===== config.mk =====
export PLATFORM = sky130hd
export DESIGN_NAME = subtrator_serial
export DESIGN_NICKNAME = d
export VERILOG_FILES = /design/src/rtl/subtrator_serial_pkg.sv /design/src/rtl/subtrator_serial_completo.sv /design/src/rtl/subtrator_serial.sv
export SDC_FILE = /design/constraint.sdc
export NUM_CORES = 1
export LEC_CHECK = 0
export BUFFER_PORTS_ARGS = -buffer_cell sky130_fd_sc_hd__buf_2
export CORE_ASPECT_RATIO = 1.5
export CORE_MARGIN = 4
export CORE_UTILIZATION = 58
export CTS_CLUSTER_DIAMETER = 120
export DETAILED_ROUTE_END_ITERATION = 6
export GPL_TIMING_DRIVEN = 0
export MAX_ROUTING_LAYER = met4
export PLACE_DENSITY = 0.91
export RECOVER_POWER = 100
export SETUP_SLACK_MARGIN = 0.5
export SKIP_CTS_REPAIR_TIMING = 1
export SLEW_MARGIN = 40
export SYNTH_ARGS = -nofsm -noshare
export SYNTH_HDL_FRONTEND = slang
export SYNTH_SLANG_ARGS = --single-unit

===== constraint.sdc =====
create_clock -name clk -period 4.2 [get_ports clk]
set_clock_uncertainty 0.05 [all_clocks]
set_input_delay 0.84 -clock clk [delete_from_list [all_inputs] [get_ports clk]]
set_output_delay 0.84 -clock clk [all_outputs]
set_load 0.01 [all_outputs]

===== src/rtl/subtrator_serial_pkg.sv =====
`default_nettype none
// +--------------------------------------------------------------------+
// | subtrator_defs : shared state encodings and default width          |
// | rev 1.0                                                            |
// +--------------------------------------------------------------------+
package subtrator_defs;

  localparam int N_PADRAO = 8;

  typedef enum logic [1:0] {
    OCIOSO  = 2'd0,
    CALCULA = 2'd1,
    FIM     = 2'd2
  } estado_t;

endpackage
`default_nettype wire


===== src/rtl/subtrator_serial_completo.sv =====
`default_nettype none
// +--------------------------------------------------------------------+
// | subtrator_completo : combinational one-bit full subtractor         |
// | rev 1.0                                                            |
// +--------------------------------------------------------------------+
module subtrator_completo (
  input  logic A,
  input  logic B,
  input  logic B_in,
  output logic D,
  output logic B_out
);

  always_comb begin
    D     = A ^ B ^ B_in;
    B_out = (~A & B) | (~(A ^ B) & B_in);
  end

endmodule
`default_nettype wire


===== src/rtl/subtrator_serial.sv =====
`default_nettype none
// +--------------------------------------------------------------------+
// | subtrator_serial : bit-serial N-bit subtractor, D = A - B - B_in   |
// | rev 1.0                                                            |
// +--------------------------------------------------------------------+
module subtrator_serial
  import subtrator_defs::*;
#(
  parameter int N = N_PADRAO
) (
  input  logic         clk,
  input  logic         rst,
  input  logic         inicio,
  input  logic [N-1:0] A,
  input  logic [N-1:0] B,
  input  logic         B_in,
  output logic [N-1:0] D,
  output logic         B_out,
  output logic         V,
  output logic         ocupado,
  output logic         pronto
);

  localparam int            CW   = $clog2(N) + 1;
  localparam logic [CW-1:0] LAST = CW'(N - 1);

  estado_t       state_q, state_d;
  logic [N-1:0]  a_q, a_d, b_q, b_d, res_q, res_d, dout_q, dout_d;
  logic [CW-1:0] cnt_q, cnt_d;
  logic          bw_q, bw_d, a_msb_q, a_msb_d, b_msb_q, b_msb_d;
  logic          bout_q, bout_d, v_q, v_d, ocupado_q, ocupado_d, pronto_q, pronto_d;
  logic          fs_d, fs_bout;

  subtrator_completo u_fs (
    .A     (a_q[0]),
    .B     (b_q[0]),
    .B_in  (bw_q),
    .D     (fs_d),
    .B_out (fs_bout)
  );

  always_comb begin
    state_d = state_q;
    a_d     = a_q;
    b_d     = b_q;
    res_d   = res_q;
    dout_d  = dout_q;
    cnt_d   = cnt_q;
    bw_d    = bw_q;
    a_msb_d = a_msb_q;
    b_msb_d = b_msb_q;
    bout_d  = bout_q;
    v_d     = v_q;
    case (state_q)
      OCIOSO: begin
        if (inicio) begin
          a_d     = A;
          b_d     = B;
          bw_d    = B_in;
          a_msb_d = A[N-1];
          b_msb_d = B[N-1];
          res_d   = '0;
          cnt_d   = '0;
          state_d = CALCULA;
        end
      end
      CALCULA: begin
        // Operands shift right so bit i always sits at position 0; result fills from the MSB.
        a_d   = a_q >> 1;
        b_d   = b_q >> 1;
        bw_d  = fs_bout;
        res_d = {fs_d, res_q[N-1:1]};
        cnt_d = cnt_q + 1'b1;
        if (cnt_q == LAST) begin
          dout_d  = res_d;
          bout_d  = fs_bout;
          v_d     = (a_msb_q ^ b_msb_q) & (fs_d ^ a_msb_q);
          state_d = FIM;
        end
      end
      FIM:     state_d = OCIOSO;
      default: state_d = OCIOSO;
    endcase
    ocupado_d = (state_d == CALCULA);
    pronto_d  = (state_d == FIM);
  end

  always_ff @(posedge clk) begin
    if (rst) begin
      state_q   <= OCIOSO;
      a_q       <= '0;
      b_q       <= '0;
      res_q     <= '0;
      dout_q    <= '0;
      cnt_q     <= '0;
      bw_q      <= 1'b0;
      a_msb_q   <= 1'b0;
      b_msb_q   <= 1'b0;
      bout_q    <= 1'b0;
      v_q       <= 1'b0;
      ocupado_q <= 1'b0;
      pronto_q  <= 1'b0;
    end else begin
      state_q   <= state_d;
      a_q       <= a_d;
      b_q       <= b_d;
      res_q     <= res_d;
      dout_q    <= dout_d;
      cnt_q     <= cnt_d;
      bw_q      <= bw_d;
      a_msb_q   <= a_msb_d;
      b_msb_q   <= b_msb_d;
      bout_q    <= bout_d;
      v_q       <= v_d;
      ocupado_q <= ocupado_d;
      pronto_q  <= pronto_d;
    end
  end

  assign D       = dout_q;
  assign B_out   = bout_q;
  assign V       = v_q;
  assign ocupado = ocupado_q;
  assign pronto  = pronto_q;

endmodule
`default_nettype wire


==> results of run 1 <==
-- flip-flops by register name, indices dropped and copies added (netlist names) --
name	cells
B_out	1
D	8
V	1
a_msb_q	1
a_q	8
b_msb_q	1
b_q	8
bw_q	1
cnt_q	4
ocupado	1
pronto	1
res_q	7
state_q	2
-- worst register-to-register path, cell delays in order, from the launching register on --
cell	delay [ns]
dfxtp_1	0.36
o21bai_1	0.52
clkbuf_1	0.44
a22oi_1	0.16
nor2_1	0.11
-- area by class of cell --
class	instances	area [sq um]	share of cell area (%)
flip-flops and latches	44	881	43.7
multi-input cells	130	771	38.3
repair buffers	30	134	6.65
clock buffers	8	90.1	4.47
plain buffers	16	75.1	3.73
well taps	39	48.8	2.42
inverters	4	15.0	0.745
-- power by group through the flow --
stage | Clock, mW | Combinational (mW) | Sequential (mW)
2_1_floorplan | 0 | 0.0629 | 0.453
6_report | 0.263 | 0.0891 | 0.446
3_3_place_gp | 0 | 0.0883 | 0.455
4_1_cts | 0.268 | 0.0912 | 0.446
5_1_grt | 0.290 | 0.0995 | 0.448
3_5_place_dp | 0 | 0.0904 | 0.455
-- per-layer routing --
metal	GRT usage, %	routed length, um	vias up
met5	-	0	-
met4	9.09	74	0
met3	5.48	156	8
met2	39.4	2120	37
met1	24.9	1650	742
li1	-	-	777
-- kinds of logic after synthesis --
family / synth area share (%)
buf+inv: 5.77
simple gates: 15.7
fa+ha+maj: 1.85
compound gates: 26.0
flops: 50.1
mux: 0.570
-- cell usage after synthesis --
master	count
a211oi_1	17
a21oi_1	15
a221oi_1	2
a222oi_1	1
a22oi_1	8
a31oi_1	1
and3b_1	2
buf_2	3
buf_4	6
clkbuf_1	7
dfxtp_1	44
fa_1	1
ha_1	1
inv_1	3
inv_2	1
mux2i_1	1
nand2_1	6
nand2b_1	1
nand2b_2	1
nand3_1	10
nand3b_1	1
nor2_1	25
nor2b_1	3
nor3_1	2
nor3b_1	1
o21ai_0	14
o21ba_2	1
o21bai_2	1
o22ai_1	11
or3_1	1
or3b_1	3
-- worst paths after layout --
check	slack, ns	cells past startpoint	end
worst max register to register	2.51	4	res_q[4]$_SDFFE_PP0P_
worst min register to register	0.41	2	a_q[7]$_SDFFE_PP0P_
worst max-delay path	2.13	5	res_q[4]$_SDFFE_PP0P_
worst min-delay path	0.41	2	a_q[7]$_SDFFE_PP0P_
-- metrics by stage --
stage / power [mW] / setup slack, ns / hold slack [ns] / util (%)
2_1_floorplan: 0.516 / 2.62 / 0.386 / -
3_3_place_gp: 0.543 / 2.33 / 0.395 / 67.1
3_5_place_dp: 0.546 / 2.30 / 0.397 / 67.1
4_1_cts: 0.805 / 2.54 / 0.409 / 70.2
5_1_grt: 0.838 / 1.98 / 0.439 / 69.2
6_report: 0.798 / 2.13 / 0.414 / 69.2
==> impl.org, run 1 <==
** Status
- The flow ran to the end, and the final reports show no timing, DRC or antenna violations.

** Critical path
- On the critical path, the stage with the largest delay is an instance of o21bai_1.
- Max stage delay on crit path :: 0.55 ns
- Buffers and inverters on the worst path :: 2
- By startpoint and endpoint, the worst setup path is classified as in2reg.
- The cell family contributing the most delay on the critical path is compound AO/OA/AOI/OAI gates.
- Walking the worst path, the cells encountered are clkbuf_1, o21bai_1, clkbuf_1, a22oi_1, nor2_1.
- The most critical setup path has its startpoint at inicio.
- Of all nets on the critical path, the largest fanout is 10.
- The worst setup path is launched from an input port.
- Required time of the worst setup path :: 4.37 ns
- Launching point of the worst reg2reg path :: state_q[0]$_SDFF_PP0_
- Critical Path End Type :: register
- CP dominant cell by count :: clkbuf_1
- At the worst endpoint, the arrival time is 2.24 ns.

** Flow run
- Max-cap violations in this run came to 0.

** Pwr
- Internal power comes to 0.606 mW.
- Share of power burned in registers :: 55.9%
- For this design the ratio of total power to cell area is 396 nW/um^2.
- Of the total power, combinational logic draws 11.2%.
- Net switching is 24.0% of the power.
- The analysis attributes to net switching a power of 0.192 mW.
- Across the VDD grid, the largest voltage drop is 0.294 mV.
- The analysis attributes to cell leakage a power of 0.743 nW.
- Clock network fraction of design power :: 32.9%

** Route
- The count of nets left with antenna violations once routing finished came out at 0.
- The pre-antenna-repair detailed-routing pass consisted of 5 iterations.
- Wire per inst :: 14.8 um
- For this block, the routed nets add up to 4.00 mm of wire.
- Using the TritonRoute via totals, the vias-per-cell ratio works out to 5.77.
- DRT iter0 DRCs :: 72
- Post-detailed-route DRC marker count :: 0
- Vias :: 1564

** Clock tree
- The H-tree was split into 2 levels.
- TritonCTS built the clock tree.
- Later-pin clock latency in the skew report :: 0.29 ns
- In this run, CTS created clock tree buffers numbering 5.
- CTS Root Buffer Type :: clkbuf_8
- Clock buffer depth :: 2
- Number of clock sinks :: 44
- After clock tree synthesis, the clock-pin slew on the worst setup and hold paths is 0.07 ns.

** Timing
- Post-layout minimum cycle time :: 2.07 ns
- Aggregate negative setup slack :: 0 ns
- Tightest slew margin relative to the limit :: 58.7%
- Final Hold Viols :: 0
- Portion of the clock cycle consumed by the worst path in the final layout :: 49.2%
- Setup violations remaining at the end of the flow were counted as 0.
- Setup repair after global routing left no endpoint under its margin.
- Worst-margin pin slew :: 0.618 ns
- Derived from the worst setup path, the maximum achievable clock frequency is 0.484 GHz.
- Fin. max-slew vios :: 0

** Final layout
- Number of diodes :: 0
- Layout-stage area growth over the synthesis result :: 14.7%
- Cells with a size suffix above 1 make up 13.4% of the layout.
- Fill cells in the final layout number 265.
- Leaving out fill and tap cells, the most frequent cell in the layout is dfxtp_1.
- At the end of the flow, the number of nets in the layout was 253.
- Final non-filler cell area :: 2010 sq um
- For this run, the number of standard cells in the final layout without fillers is 271.
- Top library cells by usage in the layout, fill and taps aside :: 44 x dfxtp_1, 25 x clkbuf_1, 25 x nor2_1, 20 x buf_2, 17 x a211oi_1

** Placement
- The congestion estimate from routability-driven global placement came to 0.844.
- In this run, placement finished with an instance count of 263.
- Detailed placer's ending HPWL :: 2.83 mm
- Once placement finished, the instance area stood at 1960 sq um.
- Count of buffers inserted at the top-level ports :: 30

** Global routing
- Number of global-route vias before repair :: 1473
- Global-route wire length before repair :: 6.44 mm
- The number of antenna violations at the first check in global routing was 0.
- Global routing finished with a remaining overflow of 0.
- Largest net degree at the start of global routing :: 13
- Overall routing resource usage :: 22.8%

** Worst hold path
- Start point of the worst hold path :: a_q[7]$_SDFFE_PP0P_
- The min-delay analysis places its worst path in the category reg2reg.

** Floorplan
- Placement Rows :: 24
- Die X :: 52.9 um
- Number of primary I/O pins :: 32
- Die area :: 3990 sq um
- Vertical die dimension :: 75.4 um
- Effective utilization at floorplan :: 60.3%
- The total area inside the core boundary comes to 2910 sq um.

** Synth
- In the post-synthesis netlist, the biggest area contributors are dfxtp_1 50%, a211oi_1 7.3%, nor2_1 5.3%.
- Synthesis handed over a netlist of 194 instances.
- Cell variety after synth :: 31
- Seq/Total Area, Yosys :: 50.1%
- Synthesis produced a netlist with a net count of 216.
- Area share of the largest cell type after synthesis :: 50.1%
- Number of warnings issued by yosys :: 0
- The synthesized design contains 44 register bits.
- Area leader, netlist :: dfxtp_1
- Average instance area after synthesis :: 9.06 sq um
- After synthesis the cells add up to 1760 sq um.
No activity file was read; power rests on OpenSTA's default activity.
==> inputs of run 2 (changes only) <==
- CORE_UTILIZATION: 58 -> 54
- PLACE_DENSITY: 0.91 -> 0.86
- clock period: 4.2 -> 1.95 ns (I/O delays scaled with it)
==> impl.org, run 2 (same netlist as run 1, synthesis figures left out) <==
** Status
- The run finished with clean final reports.

** Route
- First-pass detailed-route iteration total :: 5 (unchanged)
- The violation count after the first detailed-route iteration was 74 (+2.8%).
- Vias :: 1574 (+0.64%)
- Antenna violation net count after detailed routing :: 0 (unchanged)
- Aggregate routed wire length :: 4.16 mm (+3.9%)
- The number of design rule violations left after detail routing was 0 (unchanged).
- Number of vias per cell :: 5.79 (+0.27%)
- The final routed wire length divided by cell count came to 15.3 um (+3.6%).

** Critical path
- Worst reg-to-reg path cell count :: 5 (+1)
- Critical Path Source :: state_q[0]$_SDFF_PP0_
- Data arrival at the endpoint of the critical path :: 1.73 ns (-0.51 ns)
- STA classifies the critical path endpoint as a register.
- The endpoint identified for the worst register-to-register timing path is b_q[2]$_SDFFE_PP0P_.
- The worst setup path is of the reg2reg kind.
- Worst-path fanout max :: 10 (unchanged)
- Required time of the worst setup path :: 2.07 ns (-2.30 ns)
- The worst register-to-register path begins at state_q[0]$_SDFF_PP0_.
- The worst setup path is launched from a register.
- Worst reg-to-reg setup slack :: 0.34 ns (-2.17 ns)

** Clock tree
- CTS Root Buffer Type :: clkbuf_8
- The clock sink count came to 44 (unchanged).
- The depth of the CTS H-tree was 2 (unchanged).
- TritonCTS clock tree :: done
- The number of buffers inserted during clock tree synthesis came to 5 (unchanged).
- The clock tree buffer depth is 2 (unchanged).
- The clock transition at the register clock pins on the worst setup and hold paths after CTS is 0.08 ns (about the same).
- Later-pin clock latency in the skew report :: 0.30 ns (about the same)

** Timing
- For the finished layout, the period the worst path requires is 1.61 ns.
- The aggregate negative setup slack is 0 ns (unchanged).
- Fin. max-slew vios :: 0 (unchanged)
- Post-route worst setup slack :: 0.339 ns (-1.79 ns)
- The worst max-slew margin expressed relative to the limit was 57.2% (-1.5 points).
- The number of hold violations in the final report was 0 (unchanged).
- Unrepaired setup endpoints after global routing :: yes
- The final number of setup-violating endpoints is 0 (unchanged).
- Static timing analysis puts the maximum clock frequency at 0.621 GHz.
- Dividing the final minimum period by the clock period gives 82.6%.
- The transition at the pin with the smallest max-transition slack came to 0.640 ns (+0.0228 ns).

** Final layout
- Final cell count without fillers :: 272 (+0.37%)
- Leading cell type in the layout, fill and taps excluded :: dfxtp_1
- The count of inserted antenna diode cells came to 0 (unchanged).
- The number of nets at the end of the flow came to 253 (unchanged).
- Proportion of layout cells with a drive suffix above 1 :: 16.8% (+3.4 points)
- Layout-stage area growth over the synthesis result :: 15.5%
- Top library cells by usage in the layout, fill and taps aside :: 43 x dfxtp_1, 25 x nor2_1, 22 x clkbuf_1, 19 x buf_2, 16 x a211oi_1

** Pwr
- Clock network fraction of design power :: 32.6% (-0.3 points)
- Power density of the placed cells :: 848 nW/um^2 (+110%)
- Share of power burned in registers :: 55.9% (about the same)
- The power spent charging and discharging nets came to 0.453 mW (+140%).
- The maximum vdd drop came to 0.550 mV (+87%).
- Reported leakage power :: 0.747 nW (+0.55%)
- Pint :: 1.27 mW (+110%)
- The part of the power in combinational logic was 11.5% (+0.3 points).
- The switching part of the total power came to 26.3% (+2.3 points).

** Global routing
- The total grt overflow is 0 (unchanged).
- Initial antenna violation count :: 0 (unchanged)
- The global-route usage over all layers was 22.1% (-0.72 points).
- Number of global-route vias before repair :: 1573 (+6.8%)
- Global-route wire length before repair :: 6.85 mm (+6.3%)
- The pin count of the biggest net entering global routing is 15 (+2).

** Placement
- Post-Place Cells :: 264 (+0.38%)
- Worst Setup Slack post-DPL :: 0.424 ns (-1.88 ns)
- Final weighted congestion in routability-driven placement :: 0.760 (-9.9%)
- Count of buffers inserted at the top-level ports :: 30 (unchanged)
- Detailed placer's ending HPWL :: 2.93 mm (+3.4%)

** Worst hold path
- The worst hold path terminates at a_q[7]$_SDFFE_PP0P_.
- Hold Path Cell Cnt :: 3 (+1)
- In this run the worst hold path is classified as in2reg.
- Start point of the worst hold path :: A[7]

** Floorplan
- The I/O pin total is 32 (unchanged).
- The core footprint was 3130 sq um (+7.4%).
- The effective utilization at floorplan was 56.2% (-4.1 points).
- Die X :: 54.6 um (+3.1%)
- The die outline area came to 4250 sq um (+6.4%).
- Vertical die dimension :: 77.9 um (+3.2%)
- The standard-cell row count came to 25 (+4.2%).

** Flow run
- Max Cap Viol :: 0 (unchanged)
==> run 2: per-layer routing <==
metal / global-route usage (%) / vias up / part of all wire [%]
met1: 24.6 / 742 / 41
met2: 36.3 / 46 / 52
met4: 9.73 / 0 / 1.9
li1: - / 777 / -
met5: - / - / 0
met3: 4.80 / 9 / 5.0
==> run 2: cell type report <==
| cell class | count | area [sq um] |
|---|---|---|
| timing repair buffer | 30 | 135 |
| clock inverter | 3 | 18.8 |
| clock buffer | 5 | 68.8 |
| multi-input combinational | 130 | 779 |
| sequential | 44 | 882 |
| buffer | 16 | 80.1 |
| fill | 285 | 1100 |
| inverter | 4 | 15.0 |
| tap | 40 | 50.0 |
==> run 2: how the worst max path moves through the flow <==
stage / end / slack, ns / depth (start not counted)
after floorplan: V$_SDFFE_PP0P_ / 0.52 / 5
after global placement: V$_SDFFE_PP0P_ / 0.39 / 5
after detailed placement: D[5]$_SDFFE_PP0P_ / 0.42 / 5
after CTS: V$_SDFFE_PP0P_ / 0.35 / 5
after global routing: b_q[2]$_SDFFE_PP0P_ / 0.26 / 5
final: b_q[2]$_SDFFE_PP0P_ / 0.34 / 5
==> run 2: power by group through the flow <==
stage          Clock [mW]  Combinational (mW)  Sequential, mW
6_report            0.562               0.198           0.961
5_1_grt             0.616               0.218           0.967
4_1_cts             0.570               0.196           0.961
3_5_place_dp            0               0.194           0.982
3_3_place_gp            0               0.192           0.979
2_1_floorplan           0               0.135           0.976
==> run 2: worst max-delay path: stages (launching register included) <==
cell,delay (ns)
dfxtp_1,0.42
clkbuf_1,0.41
inv_2,0.12
buf_4,0.20
o22ai_1,0.17
a211oi_1,0.10
==> run 2: stage by stage <==
step | hold slack (ns) | total power, mW | area [sq um] | util [%]
after floorplan | 0.386 | 1.11 | 1760 | -
after global placement | 0.395 | 1.17 | 1960 | 62.6
after detailed placement | 0.401 | 1.18 | 1960 | 62.6
after CTS | 0.315 | 1.73 | 2040 | 65.4
after global routing | 0.311 | 1.80 | 2030 | 64.9
final | 0.317 | 1.72 | 2030 | 64.9
==> inputs of run 3 (changes only) <==
- clock period: 1.95 -> 1.7 ns (I/O delays scaled with it)
==> impl.org, run 3 (same netlist as run 1, synthesis figures left out) <==
** Final layout
- Nets@finish :: 263 (+4.0%)
- Number of diodes :: 0 (unchanged)
- Layout-stage area growth over the synthesis result :: 26.7%
- Top library cells by usage in the layout, fill and taps aside :: 38 x dfxtp_1, 25 x nor2_1, 20 x buf_2, 18 x clkbuf_1, 15 x a211oi_1
- The combined area of the multi-input logic cells came to 861 sq um (+10%).
- Footprint of the flip-flops and latches :: 893 sq um (+1.3%)
- Number of filler instances in the final layout :: 250 (-12%)
- Proportion of layout cells with a drive suffix above 1 :: 30.2% (+13 points)
- Leaving out fill and tap cells, the most frequent cell in the layout is dfxtp_1.

** Route
- First-pass detailed-route iteration total :: 5 (unchanged)
- The final routed wire length divided by cell count is 17.5 um (+14%).
- Vias :: 1693 (+7.6%)
- Aggregate routed wire length :: 4.93 mm (+18%)
- The mean number of vias per cell is 6.00 (+3.7%).
- DRT iter0 DRCs :: 78 (+5.4%)
- Post-detailed-route DRC marker count :: 0 (unchanged)
- Antenna violation net count after detailed routing :: 0 (unchanged)

** Floorplan
- The I/O pin total came to 32 (unchanged).
- The core footprint was 3130 sq um (unchanged).
- The die height is 77.9 um (unchanged).
- Placement Rows :: 25 (unchanged)
- The die boundary width was 54.6 um (unchanged).
- Die area :: 4250 sq um (unchanged)
- The effective utilization at floorplan was 56.2% (unchanged).

** Placement
- Detailed placer's ending HPWL :: 2.92 mm (-0.23%)
- The count of buffers inserted at the top-level ports came to 30 (unchanged).
- The placement-stage worst setup slack was 0.213 ns (-0.211 ns).
- Final weighted congestion in routability-driven placement :: 0.815 (+7.2%)

** Worst hold path
- The tightest min-delay check is of the in2reg type.
- The path with the worst hold slack has its endpoint at b_q[7]$_SDFFE_PP0P_.
- Start point of the worst hold path :: B[7]
- Hold Path Cell Cnt :: 3 (unchanged)

** Critical path
- Critical Path End Type :: register
- The worst setup path is of the reg2reg kind.
- Walking the worst path, the cells encountered are inv_2, fa_1, and3b_1, a21oi_2, a211oi_2.
- Worst-path fanout max :: 4 (-6)
- Worst reg-to-reg setup slack :: 0.11 ns (-0.22 ns)
- Required time of the worst setup path :: 1.88 ns (-0.19 ns)
- STA classifies the critical path startpoint as a register.
- The largest individual stage delay along the critical path comes from the cell fa_1.
- The worst register-to-register path ends at V$_SDFFE_PP0P_.
- Max stage delay on crit path :: 0.63 ns (+0.21 ns)
- Data arrival at the endpoint of the critical path :: 1.76 ns (+0.03 ns)
- The startpoint identified for the worst register-to-register timing path is b_q[0]$_SDFFE_PP0P_.
- The length in cells of the worst reg-to-reg path was 5 (unchanged).

** Timing
- The post-route minimum period came to 1.59 ns (-0.0252 ns).
- Setup repair after global routing could not meet its margin everywhere.
- The transition at the pin with the smallest max-transition slack came to 0.675 ns (+0.0351 ns).
- Fin. max-slew vios :: 0 (unchanged)
- Portion of the clock cycle consumed by the worst path in the final layout :: 93.3% (+11 points)
- Max Clock Freq :: 0.631 GHz (+1.6%)
- Post-route worst setup slack :: 0.114 ns (-0.225 ns)
- The aggregate negative setup slack is 0 ns (unchanged).
- Final Hold Viols :: 0 (unchanged)
- The tightest hold margin was 0.253 ns (-0.0638 ns).
- Final setup viols :: 0 (unchanged)
- The worst max-slew margin expressed relative to the limit is 55.0% (-2.3 points).

** Pwr
- The maximum vdd drop came to 0.794 mV (+44%).
- Power density of the placed cells :: 937 nW/um^2 (+10%)
- Reported leakage power :: 0.830 nW (+11%)

** Clock tree
- TritonCTS clock tree :: done
- Max H-tree Level :: 2 (unchanged)
- The number of buffers inserted during clock tree synthesis is 5 (unchanged).
- Number of clock sinks :: 44 (unchanged)
- Clock transition time at the flip-flop clock pins of the worst setup and hold paths :: 0.08 ns (about the same)
- Later-pin clock latency in the skew report :: 0.30 ns (about the same)
- The clock tree buffer depth is 2 (unchanged).
- CTS Root Buffer Type :: clkbuf_8

** Global routing
- Number of global-route vias before repair :: 1606 (+2.1%)
- Overall routing resource usage :: 23.4% (+1.3 points)
- The total grt overflow was 0 (unchanged).
- Largest net degree at the start of global routing :: 14 (-1)
- The number of antenna violations at the first check in global routing came to 0 (unchanged).
- The wire length of the first global-routing pass is 7.04 mm (+2.7%).

** Status
- Outcome :: complete, no violations

** Flow run
- Max Cap Viol :: 0 (unchanged)
[run 3: cell count changes in the layout (fill, tap and decap cells not counted), moves of 4 or more]
cell      before  now
o21ai_0       14    5
o21ai_2        0    7
buf_4          5   10
dfxtp_1       43   38
buf_6          0    5
clkbuf_1      22   18
[run 3: report_power, final]
| group | internal, mW | switching (mW) |
|---|---|---|
| clock network | 0.324 | 0.356 |
| logic | 0.134 | 0.165 |
| registers | 1.08 | 0.0302 |
| total | 1.53 | 0.551 |
[run 3: through the flow]
step                      power, mW  utilization [%]  cells  cell area [sq um]
after floorplan                1.28                -    194               1760
after global placement         1.35             62.8    264               1960
after detailed placement       1.35             62.8    264               1960
after CTS                      2.00             65.8    272               2060
after global routing           2.17             71.2    282               2230
final                          2.08             71.2    282               2230
[run 3: metal layers]
layer | vias to the layer above | track usage [%] | share of wire [%]
met3 | 11 | 5.76 | 6.0
met5 | - | - | 0
met4 | 0 | 10.2 | 2.2
met1 | 815 | 25.1 | 37
met2 | 60 | 39.0 | 55
li1 | 807 | - | -
[run 3: cell type report]
| class | instances | share of cell area (%) |
|---|---|---|
| multi-input cells | 130 | 38.7 |
| repair buffers | 40 | 9.56 |
| plain buffers | 16 | 4.55 |
| well taps | 40 | 2.25 |
| inverters | 4 | 0.675 |
| clock buffers | 6 | 3.71 |
| clock inverters | 2 | 0.450 |
| flip-flops and latches | 44 | 40.1 |
[run 3: how the worst max path moves through the flow]
stage	depth (start not counted)	slack (ns)	to	startpoint
floorplan	4	0.33	V$_SDFFE_PP0P_	a_q[0]$_SDFFE_PP0P_
global placement	5	0.20	V$_SDFFE_PP0P_	b_q[0]$_SDFFE_PP0P_
detailed placement	5	0.21	V$_SDFFE_PP0P_	b_q[0]$_SDFFE_PP0P_
CTS	5	0.14	V$_SDFFE_PP0P_	b_q[0]$_SDFFE_PP0P_
global route	5	0.05	V$_SDFFE_PP0P_	b_q[0]$_SDFFE_PP0P_
finish	5	0.11	V$_SDFFE_PP0P_	b_q[0]$_SDFFE_PP0P_
[run 3: critical path, delay by kind of cell (launching register included)]
family	cells	cell delay, ns
adders and majority gates	1	0.63
and+or+nand+nor	1	0.21
AOI/OAI and AO/OA	2	0.26
buffers and inverters	1	0.04
DFF	1	0.33
